==> src/rtl/card_pkg.sv <==
// Shared card definitions: deck geometry, the card index type and the
// hand dealer state encoding used by the shuffler, dealer and display logic.
package card_pkg;

  localparam int NUM_CARDS = 7;
  localparam int CARD_W    = 6;
  localparam int DECK_SIZE = 52;
  localparam int RANK_W    = 4;
  localparam int SUIT_W    = 2;
  localparam int NUM_PAIRS = NUM_CARDS * (NUM_CARDS - 1) / 2;
  localparam int IDX_W     = 3;

  typedef logic [CARD_W-1:0] card_t;
  typedef logic [IDX_W-1:0]  idx_t;

  typedef enum logic [2:0] {
    S_IDLE  = 3'd0,
    S_CHECK = 3'd1,
    S_DEAL  = 3'd2,
    S_DONE  = 3'd3,
    S_ERR   = 3'd4
  } dealer_state_e;

  localparam idx_t  LAST_IDX   = idx_t'(NUM_CARDS - 1);
  localparam idx_t  LAST_I     = idx_t'(NUM_CARDS - 2);
  localparam card_t DECK_LIMIT = card_t'(DECK_SIZE);

  function automatic logic card_legal(input card_t c);
    return c < DECK_LIMIT;
  endfunction

endpackage

==> src/rtl/card_decode.sv <==
// Combinational card index -> rank/suit decode (suit = card/13, rank = card mod 13)
// built from a compare chain and one subtraction, no divider.
module card_decode
  import card_pkg::*;
(
  input  card_t             card_i,
  output logic [RANK_W-1:0] rank_o,
  output logic [SUIT_W-1:0] suit_o
);

  card_t base;
  card_t diff;
  logic  unused_hi;

  always_comb begin
    if (card_i >= card_t'(39)) begin
      suit_o = 2'd3;
      base   = card_t'(39);
    end else if (card_i >= card_t'(26)) begin
      suit_o = 2'd2;
      base   = card_t'(26);
    end else if (card_i >= card_t'(13)) begin
      suit_o = 2'd1;
      base   = card_t'(13);
    end else begin
      suit_o = 2'd0;
      base   = '0;
    end
  end

  // For legal cards the difference is always 0..12, so the top bits are zero.
  assign diff      = card_i - base;
  assign rank_o    = diff[RANK_W-1:0];
  assign unused_hi = ^diff[CARD_W-1:RANK_W];

endmodule

==> src/rtl/hand_dealer.sv <==
// Snapshots a shuffled hand, validates it (range + pairwise duplicates) and
// streams the cards one per valid/ready handshake with rank/suit decode.
module hand_dealer
  import card_pkg::*;
(
  input  logic              clk,
  input  logic              rst,
  input  card_t             card0,
  input  card_t             card1,
  input  card_t             card2,
  input  card_t             card3,
  input  card_t             card4,
  input  card_t             card5,
  input  card_t             card6,
  input  logic              deal_req,
  output logic              out_valid,
  input  logic              out_ready,
  output card_t             out_card,
  output logic [RANK_W-1:0] out_rank,
  output logic [SUIT_W-1:0] out_suit,
  output idx_t              out_idx,
  output logic              out_last,
  output logic              busy,
  output logic              done,
  output logic              err,
  output dealer_state_e     dbg_state
);

  // Handshake: a card moves on every rising clk where out_valid && out_ready;
  // while out_valid is high and out_ready is low every out_* signal holds.

  dealer_state_e state_q;
  card_t         snap_q [NUM_CARDS];
  card_t         cards_in [NUM_CARDS];
  idx_t          idx_q;
  idx_t          pi_q;
  idx_t          pj_q;
  logic          out_valid_q;
  logic          busy_q;
  logic          done_q;
  logic          err_q;
  logic          range_bad;
  logic          pair_eq;
  logic          pair_last;
  card_t         cur_card;

  always_comb begin
    cards_in[0] = card0;
    cards_in[1] = card1;
    cards_in[2] = card2;
    cards_in[3] = card3;
    cards_in[4] = card4;
    cards_in[5] = card5;
    cards_in[6] = card6;
  end

  always_comb begin
    range_bad = 1'b0;
    for (int k = 0; k < NUM_CARDS; k++) begin
      if (!card_legal(cards_in[k])) range_bad = 1'b1;
    end
  end

  assign pair_eq   = (snap_q[pi_q] == snap_q[pj_q]);
  assign pair_last = (pi_q == LAST_I) && (pj_q == LAST_IDX);

  always_ff @(posedge clk or posedge rst) begin
    if (rst) begin
      state_q     <= S_IDLE;
      idx_q       <= '0;
      pi_q        <= '0;
      pj_q        <= '0;
      out_valid_q <= 1'b0;
      busy_q      <= 1'b0;
      done_q      <= 1'b0;
      err_q       <= 1'b0;
      for (int k = 0; k < NUM_CARDS; k++) snap_q[k] <= '0;
    end else begin
      case (state_q)
        S_IDLE, S_ERR: begin
          if (deal_req) begin
            for (int k = 0; k < NUM_CARDS; k++) snap_q[k] <= cards_in[k];
            pi_q  <= idx_t'(0);
            pj_q  <= idx_t'(1);
            idx_q <= '0;
            if (range_bad) begin
              state_q <= S_ERR;
              err_q   <= 1'b1;
              busy_q  <= 1'b0;
            end else begin
              state_q <= S_CHECK;
              err_q   <= 1'b0;
              busy_q  <= 1'b1;
            end
          end
        end
        // One pair per cycle in the order (0,1)..(0,6),(1,2)..(5,6).
        S_CHECK: begin
          if (pair_eq) begin
            state_q <= S_ERR;
            err_q   <= 1'b1;
            busy_q  <= 1'b0;
          end else if (pair_last) begin
            state_q     <= S_DEAL;
            idx_q       <= '0;
            out_valid_q <= 1'b1;
          end else if (pj_q == LAST_IDX) begin
            pi_q <= pi_q + idx_t'(1);
            pj_q <= pi_q + idx_t'(2);
          end else begin
            pj_q <= pj_q + idx_t'(1);
          end
        end
        S_DEAL: begin
          if (out_ready) begin
            if (idx_q == LAST_IDX) begin
              state_q     <= S_DONE;
              out_valid_q <= 1'b0;
              busy_q      <= 1'b0;
              done_q      <= 1'b1;
            end else begin
              idx_q <= idx_q + idx_t'(1);
            end
          end
        end
        S_DONE: begin
          done_q  <= 1'b0;
          state_q <= S_IDLE;
        end
        default: begin
          state_q     <= S_IDLE;
          out_valid_q <= 1'b0;
          busy_q      <= 1'b0;
          done_q      <= 1'b0;
        end
      endcase
    end
  end

  assign cur_card = out_valid_q ? snap_q[idx_q] : '0;

  card_decode u_decode (
    .card_i (cur_card),
    .rank_o (out_rank),
    .suit_o (out_suit)
  );

  assign out_valid = out_valid_q;
  assign out_card  = cur_card;
  assign out_idx   = out_valid_q ? idx_q : '0;
  assign out_last  = out_valid_q && (idx_q == LAST_IDX);
  assign busy      = busy_q;
  assign done      = done_q;
  assign err       = err_q;
  assign dbg_state = state_q;

endmodule

==> config.mk <==
export PLATFORM = sky130hd
export DESIGN_NAME = hand_dealer
export DESIGN_NICKNAME = d
export VERILOG_FILES = /design/src/rtl/card_pkg.sv /design/src/rtl/card_decode.sv /design/src/rtl/hand_dealer.sv
export SDC_FILE = /design/constraint.sdc
export NUM_CORES = 1
export LEC_CHECK = 0
export BUFFER_PORTS_ARGS = -buffer_cell sky130_fd_sc_hd__buf_2
export CORE_UTILIZATION = 38
export DETAILED_ROUTE_END_ITERATION = 16
export PLACE_DENSITY = 0.72
export SYNTH_ARGS = -nofsm -noshare
export SYNTH_HDL_FRONTEND = slang
export SYNTH_SLANG_ARGS = --single-unit
==> constraint.sdc <==
create_clock -name clk -period 2.97 [get_ports clk]
set_input_delay 0.1485 -clock clk [delete_from_list [all_inputs] [get_ports clk]]
set_output_delay 0.1485 -clock clk [all_outputs]
set_load 0.005 [all_outputs]
==> impl_metrics.env, run 1 <==
export IMPL_powerDensity_nw_per_um2=639
export IMPL_synth_seq_area_share=0.351
export IMPL_area_growth_pct=31.4
export IMPL_worst_slew_margin_rel=0.406
export IMPL_synth_avg_cell_area_um2=8.83
export IMPL_insertion_delay_ps=350
export IMPL_drt_wl_total_mm=12.5
export IMPL_diodes=0
export IMPL_clockBufferDepth=2
export IMPL_finalInstanceArea_um2=5430
export IMPL_grt_pass1_vias=3880
export IMPL_dieArea_um2=11300
export IMPL_track_usage=0.229
export IMPL_grt_overflow_total=0
export IMPL_num_rows=37
export IMPL_syn_nets=523
export IMPL_cp_end_kind="output pin"
export IMPL_placed_area_um2=4840
export IMPL_synth_area_top_cells="dfrtp_1, nand2_1, mux2i_1"
export IMPL_die_height_um=106
export IMPL_p_int_mw=2.05
export IMPL_portBuffers=68
export IMPL_synthAdderAreaFrac=0.0291
export IMPL_maxCapViolCount=0
export IMPL_path_clk_slew_ps=70
export IMPL_vias=4100
export IMPL_yosys_most_used_dff="dfrtp_1"
export IMPL_tightest_slew_ps=890
export IMPL_worst_ep_required_time_ps=2820
export IMPL_cts_sinks=58
export IMPL_combPwrFrac=0.413
export IMPL_fin_crit_ps=3440
export IMPL_vias_per_cell=5.62
export IMPL_syn_cell_area_um2=4130
export IMPL_final_util=0.521
export IMPL_failed_checks="hold timing, setup timing"
export IMPL_cp_max_fo=4
export IMPL_gp_congestion=1.03
export IMPL_power_switching_mw=1.42
export IMPL_synth_compound_gate_area_share=0.182
export IMPL_hold_viol_final=20
export IMPL_synth_seq_cells=58
export IMPL_rsz0062_at_grt="true"
export IMPL_cp_common_cell="buf_6"
export IMPL_hp_class="in2async"
export IMPL_async_flop_share=1.00
export IMPL_cp_start_kind="flip-flop"
export IMPL_clock_tree_root_cell="clkbuf_8"
export IMPL_ys_warn_count=0
export IMPL_top_level_ports=69
export IMPL_skew_ps=5.28
export IMPL_antenna_found_initial=0
export IMPL_htreeDepth=3
export IMPL_routedWlPerCell_um=17.2
export IMPL_fin_nets=644
export IMPL_synth_top_family_by_area="simple AND/OR/NAND/NOR gates"
export IMPL_initial_core_util=0.397
export IMPL_post_route_drc_count=0
export IMPL_clockPowerShare=0.206
export IMPL_post_synth_top_count_cell="nand2_1"
export IMPL_ys_top_cells_by_count="nand2_1, dfrtp_1, mux2i_1"
export IMPL_seq_power_share=0.381
export IMPL_cp_arrival_ps=3290
export IMPL_fin_ws_ps=-471
export IMPL_syn_inst=468
export IMPL_yosysTopAreaCellShare=0.351
export IMPL_path_cells="buf_6 > mux4_2 > o211ai_4 > buf_6 > a21o_1 > nor3_2 > nor2_4 > ha_4 > inv_2 > fa_2 > xnor2_2 > xnor2_1 > buf_2"
export IMPL_dr_first_iter_drc_count=334
export IMPL_synthMuxAreaShare=0.161
export IMPL_grt_pass1_wl_mm=20.0
export IMPL_period_share=1.16
export IMPL_yosys_cell_types_count=58
export IMPL_p_leak_nw=2.69
export IMPL_drive_gt1_frac=0.301
export IMPL_synth_xor_area_frac=0.00848
export IMPL_drt_pass1_iterations=5
export IMPL_crit_type="reg2out"
export IMPL_finalNonFillerCells=730
export IMPL_p_sw_frac=0.408
export IMPL_fillCellCount=980
export IMPL_synth_simple_area_share=0.211
export IMPL_worst_hold_slack_ps=-19.6
export IMPL_core_um2=10400
export IMPL_slowest_stage="mux4_2"
export IMPL_setup_viol=3
export IMPL_slowest_delay_ps=540
export IMPL_ir_drop_v=0.000278
export IMPL_status="complete, but fails checks"
export IMPL_ant_nets=0
export IMPL_grt_max_degree=42
export IMPL_synth_edf_count=0
export IMPL_path_buf_inv=4
export IMPL_hpwl_mm=9.27
export IMPL_die_x_um=106
export IMPL_synth_top_cell_by_area="dfrtp_1"
export IMPL_cp_top_family="multiplexers"
export IMPL_clock_fmax_ghz=0.291
export IMPL_dp_cells=688
export IMPL_cts_made_buffers=9
export IMPL_cts_tree="built"
export IMPL_timing_final_max_slew_violations=0
registers in the layout (all words and copies together), names as in the netlist:
register   cells
busy           1
dbg_state      3
pj_q           3
out_valid      1
done           1
snap_q        42
pi_q           3
err            1
idx_q          3
layout by cell type, fill, tap and decap left out, drive strengths merged, types with 7 or more instances in the layout:
| master | count |
|---|---|
| nor2 | 11 |
| clkbuf | 10 |
| nand2b | 10 |
| mux2i | 45 |
| nand3 | 10 |
| dfrtp | 58 |
| inv | 22 |
| dlygate4sd3 | 18 |
| a22oi | 10 |
| nand2 | 127 |
| o211ai | 20 |
| a21oi | 7 |
| nand3b | 7 |
| ha | 8 |
| o22ai | 7 |
| buf | 120 |
| mux4 | 7 |
| o21ai | 14 |
path summary, 6_finish.rpt:
path	start	to	slack, ps	depth (start not counted)
max	idx_q[0]	out_rank[2]	-470	13
min	rst	snap_q[14]	-20	2
max reg2reg	pj_q[0]	out_valid	180	8
min reg2reg	done	done	510	2
max in group asynchronous	rst	snap_q[2]	2300	3
min in group clk	card6[0]	snap_q[0]	0	3
metal layers:
metal	global-route usage	wire (µm)	vias up
met3	0.0405	939	22
li1	-	-	1913
met2	0.350	5580	199
met5	0	0	-
met4	0.0903	356	0
met1	0.320	5650	1966
cell families (layout without fill, tap and decap cells):
| group | after synthesis | after routing |
|---|---|---|
| AND/OR/NAND/NOR | 192 | 192 |
| flip-flops | 58 | 58 |
| adder cells (fa/ha/maj) | 9 | 9 |
| AO/OA/AOI/OAI | 98 | 98 |
| buffers and inverters | 50 | 176 |
| multiplexers | 57 | 57 |
| XOR/XNOR | 4 | 4 |
through the flow:
step,setup slack (ps),TNS (ps),hold slack [ps],power [mW]
2_1_floorplan,-1.41,-1.41,254,2.17
3_3_place_gp,-75.7,-92.4,340,2.65
3_5_place_dp,-259,-497,344,2.69
4_1_cts,-489,-1280,0.947,3.44
5_1_grt,-577,-1560,14.5,3.68
6_report,-471,-1180,-19.6,3.47
worst register-to-register path: stages (launching register included):
cell and delay [ps]:
dfrtp_1 750, buf_4 290, nor2b_1 200, a22oi_1 150
a211o_1 280, a22oi_1 360, nand3_1 230, and3_1 250
a21o_1 160
power by group through the flow:
stage	sequential (mW)	combinational (mW)	clock [mW]
2_1_floorplan	1.18	0.997	0
3_3_place_gp	1.32	1.33	0
3_5_place_dp	1.32	1.37	0
4_1_cts	1.31	1.41	0.728
5_1_grt	1.34	1.57	0.766
6_report	1.32	1.43	0.714
repair_timing:
action                                 4_1_cts  5_1_grt
gates resized for setup                     17       15
endpoints found under the hold margin       18        0
pin swaps                                    7        9
setup endpoints to repair                    3        5
buffers inserted                             4        4
hold buffers                                18        0
final cells by class:
cell class | count | area [µm²] | share of cell area
clock buffers | 10 | 128 | 0.0235
multi-input cells | 360 | 2600 | 0.480
inverters | 22 | 82.6 | 0.0152
repair buffers | 138 | 931 | 0.172
clock inverters | 6 | 57.6 | 0.0106
well taps | 136 | 170 | 0.0314
flip-flops and latches | 58 | 1450 | 0.268
(Power assumes the default switching activity.)
==> run 2, diff against run 1 <==
--- a/config.mk
+++ b/config.mk
@@ -7,8 +7,10 @@
 export LEC_CHECK = 0
 export BUFFER_PORTS_ARGS = -buffer_cell sky130_fd_sc_hd__buf_2
 export CORE_UTILIZATION = 38
+export CTS_CLUSTER_SIZE = 40
 export DETAILED_ROUTE_END_ITERATION = 16
 export PLACE_DENSITY = 0.72
+export RECOVER_POWER = 25
 export SYNTH_ARGS = -nofsm -noshare
 export SYNTH_HDL_FRONTEND = slang
 export SYNTH_SLANG_ARGS = --single-unit
==> impl_metrics.env, run 2 (synthesized netlist as in run 1, its figures left out) <==
export IMPL_worst_ep_required_time_ps=2820
export IMPL_vias=4099
export IMPL_drt_wl_total_mm=12.5
export IMPL_clock_tree_root_cell="clkbuf_8"
export IMPL_clock_fmax_ghz=0.291
export IMPL_cts_sinks=58
export IMPL_cp_max_fo=4
export IMPL_diodes=0
export IMPL_antenna_found_initial=0
export IMPL_hp_class="in2reg"
export IMPL_post_route_drc_count=0
export IMPL_routedWlPerCell_um=17.2
export IMPL_period_share=1.16
export IMPL_min_from="card6[0]"
export IMPL_drive_gt1_frac=0.300
export IMPL_status="complete, but fails checks"
export IMPL_ant_nets=0
export IMPL_crit_type="reg2out"
export IMPL_drt_pass1_iterations=5
export IMPL_worst_slew_margin_rel=-0.0735
export IMPL_hpwl_mm=9.27
export IMPL_cp_arrival_ps=3290
export IMPL_fin_nets=644
export IMPL_cp_start_kind="flip-flop"
export IMPL_htreeDepth=3
export IMPL_grt_max_degree=42
export IMPL_clockBufferDepth=2
export IMPL_worstReg2RegEnd="out_valid"
export IMPL_use_met3=0.0405
export IMPL_holdPathStages=3
export IMPL_grt_overflow_total=0
export IMPL_fin_crit_ps=3440
export IMPL_worstHoldEndpoint="snap_q[0]"
export IMPL_hold_viol_final=0
export IMPL_post_place_ws_ps=-259
export IMPL_grt_pass1_vias=3880
export IMPL_regArea_um2=1450
export IMPL_ir_drop_v=0.000278
export IMPL_p_leak_nw=2.69
export IMPL_portBuffers=68
export IMPL_grt_use_met2=0.350
export IMPL_dieArea_um2=11300
export IMPL_track_usage=0.229
export IMPL_fin_ws_ps=-471
export IMPL_powerDensity_nw_per_um2=639
export IMPL_die_height_um=106
export IMPL_insertion_delay_ps=350
export IMPL_maxCapViolCount=1
export IMPL_top_level_ports=69
export IMPL_tightest_slew_ps=1610
export IMPL_setup_viol=3
export IMPL_rr_worst_depth=8
export IMPL_top_register="snap_q"
export IMPL_area_growth_pct=31.4
export IMPL_worstReg2RegStart="pj_q[0]"
export IMPL_rsz0062_at_grt="true"
export IMPL_cts_tree="built"
export IMPL_fillCellCount=980
export IMPL_mostFrequentLayoutCells="nand2_1, buf_2, dfrtp_1"
export IMPL_num_rows=37
export IMPL_final_common_cell="nand2_1"
export IMPL_grt_pass1_wl_mm=20.0
export IMPL_worst_hold_slack_ps=1.04
export IMPL_core_um2=10400
export IMPL_largest_register_ffs=42
export IMPL_dr_first_iter_drc_count=334
export IMPL_die_x_um=106
export IMPL_grt_use_met1=0.320
export IMPL_ff2ff_setup_slack_ps=180
export IMPL_gp_congestion=1.03
export IMPL_multi_input_area_um2=2600
export IMPL_cts_made_buffers=9
export IMPL_vias_per_cell=5.62
export IMPL_cp_end_kind="output pin"
export IMPL_failed_checks="capacitance limit, slew limit, setup timing"
export IMPL_timing_final_max_slew_violations=42
export IMPL_initial_core_util=0.397
export IMPL_path_clk_slew_ps=70
export IMPL_busiest_layer="met2"
export IMPL_skew_ps=5.28
==> run 2: cell count changes in the layout (fill, tap and decap cells not counted) <==
cell | before | now
inv_1 | 18 | 19
inv_2 | 4 | 3
==> run 2: worst max-delay path: stages (launching register included) <==
cell and delay (ps):
dfrtp_2 410, buf_6 130, mux4_2 540, o211ai_4 290, buf_6 150, a21o_1 180, nor3_2 80, nor2_4 140
ha_4 170, inv_2 40, fa_2 350, xnor2_2 150, xnor2_1 160, buf_2 130
==> run 2: layout make-up <==
class	instances	area share
clock buffer	10	0.0235
sequential	58	0.268
tap	136	0.0314
clock inverter	6	0.0106
timing repair buffer	138	0.172
inverter	22	0.0152
multi-input combinational	360	0.480
==> run 2: metrics by stage <==
| step | utilization | TNS [ps] | std cells | instance area, µm² | total power [mW] |
|---|---|---|---|---|---|
| 2_1_floorplan | - | -1.41 | 468 | 4140 | 2.17 |
| 3_3_place_gp | 0.465 | -92.4 | 688 | 4840 | 2.65 |
| 5_1_grt | 0.521 | -1560 | 730 | 5430 | 3.68 |
| 6_report | 0.521 | -1180 | 730 | 5430 | 3.47 |
| 4_1_cts | 0.510 | -1280 | 726 | 5320 | 3.44 |
| 3_5_place_dp | 0.465 | -497 | 688 | 4840 | 2.69 |
==> run 2: where the power goes <==
part | total, mW | switching, mW | internal [mW]
Sequential | 1.32 | 0.318 | 1.00
Clock | 0.714 | 0.333 | 0.381
Combinational | 1.43 | 0.764 | 0.669
==> run 2: repair_timing <==
action	4_1_cts	5_1_grt
hold buffers	18	0
gates resized for setup	17	15
setup buffers	4	4
pin swaps	7	9
endpoints found under the hold margin	18	0
endpoints found under the setup margin	3	5
==> run 2: worst max-delay path by stage <==
stage                             end     start
after floorplan           out_rank[2]  idx_q[0]
after global placement    out_rank[2]  idx_q[0]
after detailed placement  out_rank[3]  idx_q[0]
after CTS                 out_rank[2]  idx_q[0]
after global routing      out_rank[2]  idx_q[0]
final                     out_rank[2]  idx_q[0]
==> run 2: layer usage <==
metal	wire length, µm	share of wire
met1	5660	0.45
met2	5580	0.45
met3	935	0.075
met4	356	0.028
met5	0	0
==> run 3, diff against run 2 <==
--- a/config.mk
+++ b/config.mk
@@ -13,4 +13,5 @@
 export RECOVER_POWER = 25
 export SYNTH_ARGS = -nofsm -noshare
 export SYNTH_HDL_FRONTEND = slang
+export SYNTH_HIERARCHICAL = 1
 export SYNTH_SLANG_ARGS = --single-unit
==> impl_metrics.env, run 3 <==
export IMPL_path_clk_slew_ps=70
export IMPL_worst_hold_slack_ps=5.83
export IMPL_finalInstanceArea_um2=5380
export IMPL_worst_slew_margin_rel=0.278
export IMPL_drt_wl_total_mm=12.4
export IMPL_num_rows=37
export IMPL_holdPathStages=3
export IMPL_slowest_stage="mux4_2"
export IMPL_top_level_ports=69
export IMPL_yosysTopAreaCellShare=0.355
export IMPL_ys_warn_count=6
export IMPL_synth_seq_area_share=0.355
export IMPL_ir_drop_v=0.000350
export IMPL_post_place_ws_ps=-269
export IMPL_post_route_drc_count=0
export IMPL_htreeDepth=3
export IMPL_grt_pass1_wl_mm=20.3
export IMPL_fillCellCount=993
export IMPL_grt_max_degree=45
export IMPL_cp_start_kind="flip-flop"
export IMPL_fin_total_pwr_mw=3.06
export IMPL_mostFrequentLayoutCells="nand2_1, buf_2, dfrtp_1"
export IMPL_top_register="snap_q"
export IMPL_antenna_found_initial=0
export IMPL_insertion_delay_ps=360
export IMPL_syn_cell_area_um2=4090
export IMPL_yosys_cell_types_count=58
export IMPL_cts_sinks=58
export IMPL_die_height_um=106
export IMPL_fin_crit_ps=3320
export IMPL_min_from="card1[2]"
export IMPL_vias_per_cell=5.49
export IMPL_cts_made_buffers=9
export IMPL_synth_seq_cells=58
export IMPL_portBuffers=68
export IMPL_setup_viol=3
export IMPL_fin_ws_ps=-352
export IMPL_rsz0062_at_grt="true"
export IMPL_maxCapViolCount=0
export IMPL_initial_core_util=0.395
export IMPL_largest_register_ffs=42
export IMPL_dieArea_um2=11200
export IMPL_synth_top_cell_by_area="dfrtp_1"
export IMPL_clockPowerShare=0.235
export IMPL_gp_congestion=0.972
export IMPL_powerDensity_nw_per_um2=569
export IMPL_async_flop_share=1.00
export IMPL_seq_power_share=0.363
export IMPL_track_usage=0.235
export IMPL_hpwl_mm=9.25
export IMPL_drt_pass1_iterations=5
export IMPL_routedWlPerCell_um=16.7
export IMPL_cp_end_kind="output pin"
export IMPL_cts_tree="built"
export IMPL_status="complete, but fails checks"
export IMPL_ant_nets=0
export IMPL_clock_tree_root_cell="clkbuf_8"
export IMPL_timing_final_max_slew_violations=0
export IMPL_die_x_um=106
export IMPL_p_sw_frac=0.366
export IMPL_vias=4087
export IMPL_path_cells="mux4_2 > o211a_4 > o21a_1 > o21a_1 > o21a_1 > ha_4 > a21o_1 > a31oi_1 > xnor3_1 > buf_2"
export IMPL_skew_ps=6.20
export IMPL_rr_worst_depth=11
export IMPL_cp_top_family="compound AO/OA/AOI/OAI gates"
export IMPL_cp_common_cell="o21a_1"
export IMPL_clock_fmax_ghz=0.301
export IMPL_final_util=0.519
export IMPL_drive_gt1_frac=0.260
export IMPL_yosys_most_used_dff="dfrtp_1"
export IMPL_dr_first_iter_drc_count=297
export IMPL_ys_top_cells_by_count="nand2_1, dfrtp_1, mux2i_1"
export IMPL_combPwrFrac=0.402
export IMPL_p_leak_nw=2.57
export IMPL_period_share=1.12
export IMPL_cp_arrival_ps=3170
export IMPL_ff2ff_setup_slack_ps=200
export IMPL_failed_checks="setup timing"
export IMPL_syn_nets=531
export IMPL_placed_area_um2=4890
export IMPL_worstReg2RegStart="pi_q[1]"
export IMPL_diodes=0
export IMPL_final_common_cell="nand2_1"
export IMPL_p_int_mw=1.94
export IMPL_grt_pass1_vias=3947
export IMPL_synth_avg_cell_area_um2=8.62
export IMPL_clockBufferDepth=2
export IMPL_synth_area_top_cells="dfrtp_1, nand2_1, mux2i_1"
export IMPL_worstReg2RegEnd="pj_q[2]"
export IMPL_hp_class="in2reg"
export IMPL_path_buf_inv=1
export IMPL_area_growth_pct=31.4
export IMPL_core_um2=10400
export IMPL_syn_inst=475
export IMPL_cp_max_fo=8
export IMPL_synth_edf_count=0
export IMPL_slowest_delay_ps=560
export IMPL_post_synth_top_count_cell="nand2_1"
export IMPL_fin_nets=660
export IMPL_power_switching_mw=1.12
export IMPL_worstHoldEndpoint="snap_q[32]"
export IMPL_tightest_slew_ps=1080
export IMPL_hold_viol_final=0
export IMPL_worst_ep_required_time_ps=2820
export IMPL_crit_type="reg2out"
export IMPL_grt_overflow_total=0
[run 3: power by group through the flow]
stage	sequential (mW)	clock (mW)	combinational, mW
2_1_floorplan	1.04	0	0.789
3_3_place_gp	1.11	0	1.16
3_5_place_dp	1.12	0	1.18
4_1_cts	1.11	0.734	1.23
5_1_grt	1.12	0.770	1.36
6_report	1.11	0.721	1.23
[run 3: tightest hold or removal path, stage by stage]
cell and delay (ps):
buf_2 90, nand2_1 50, nand2_1 50
[run 3: worst max-delay path by stage]
stage	slack, ps	cells after the start	to	from
final	-350	10	out_rank[3]	idx_q[0]
after floorplan	30	10	out_rank[3]	idx_q[0]
after global routing	-470	10	out_rank[3]	idx_q[0]
after global placement	-170	10	out_rank[3]	idx_q[0]
after detailed placement	-270	10	out_rank[3]	idx_q[0]
after CTS	-320	10	out_rank[3]	idx_q[0]
[run 3: final cells by class]
cell class | count | area [µm²] | share of cell area
Multi-Input combinational cell | 374 | 2490 | 0.463
Sequential cell | 58 | 1450 | 0.270
Timing Repair Buffer | 150 | 1040 | 0.193
Tap cell | 136 | 170 | 0.0316
Clock buffer | 12 | 145 | 0.0270
Inverter | 11 | 41.3 | 0.00767
Clock inverter | 3 | 40.0 | 0.00744
[run 3: logic make-up after synthesis]
kind of cell	after synthesis	synth area share
flops	58	0.355
mux	54	0.154
compound gates	89	0.168
fa+ha+maj	10	0.0324
xor+xnor	5	0.0141
simple gates	216	0.228
buf+inv	43	0.0483
[run 3: through the flow]
step                cells  setup TNS [ps]
floorplan             475               0
global placement      703            -175
detailed placement    703            -377
CTS                   744            -792
global route          744           -1260
finish                744            -916
[run 3: layer usage]
| layer | routed length (µm) | track usage |
|---|---|---|
| met1 | 5470 | 0.319 |
| met4 | 253 | 0.0863 |
| met2 | 5670 | 0.362 |
| met3 | 1020 | 0.0563 |
| met5 | 0 | 0 |
[run 3: timing repair]
action,4_1_cts,5_1_grt
setup endpoints to repair,4,3
pin swaps,1,0
hold endpoints to repair,50,0
buffers inserted,2,0
hold buffers,24,0
resized for setup,9,0
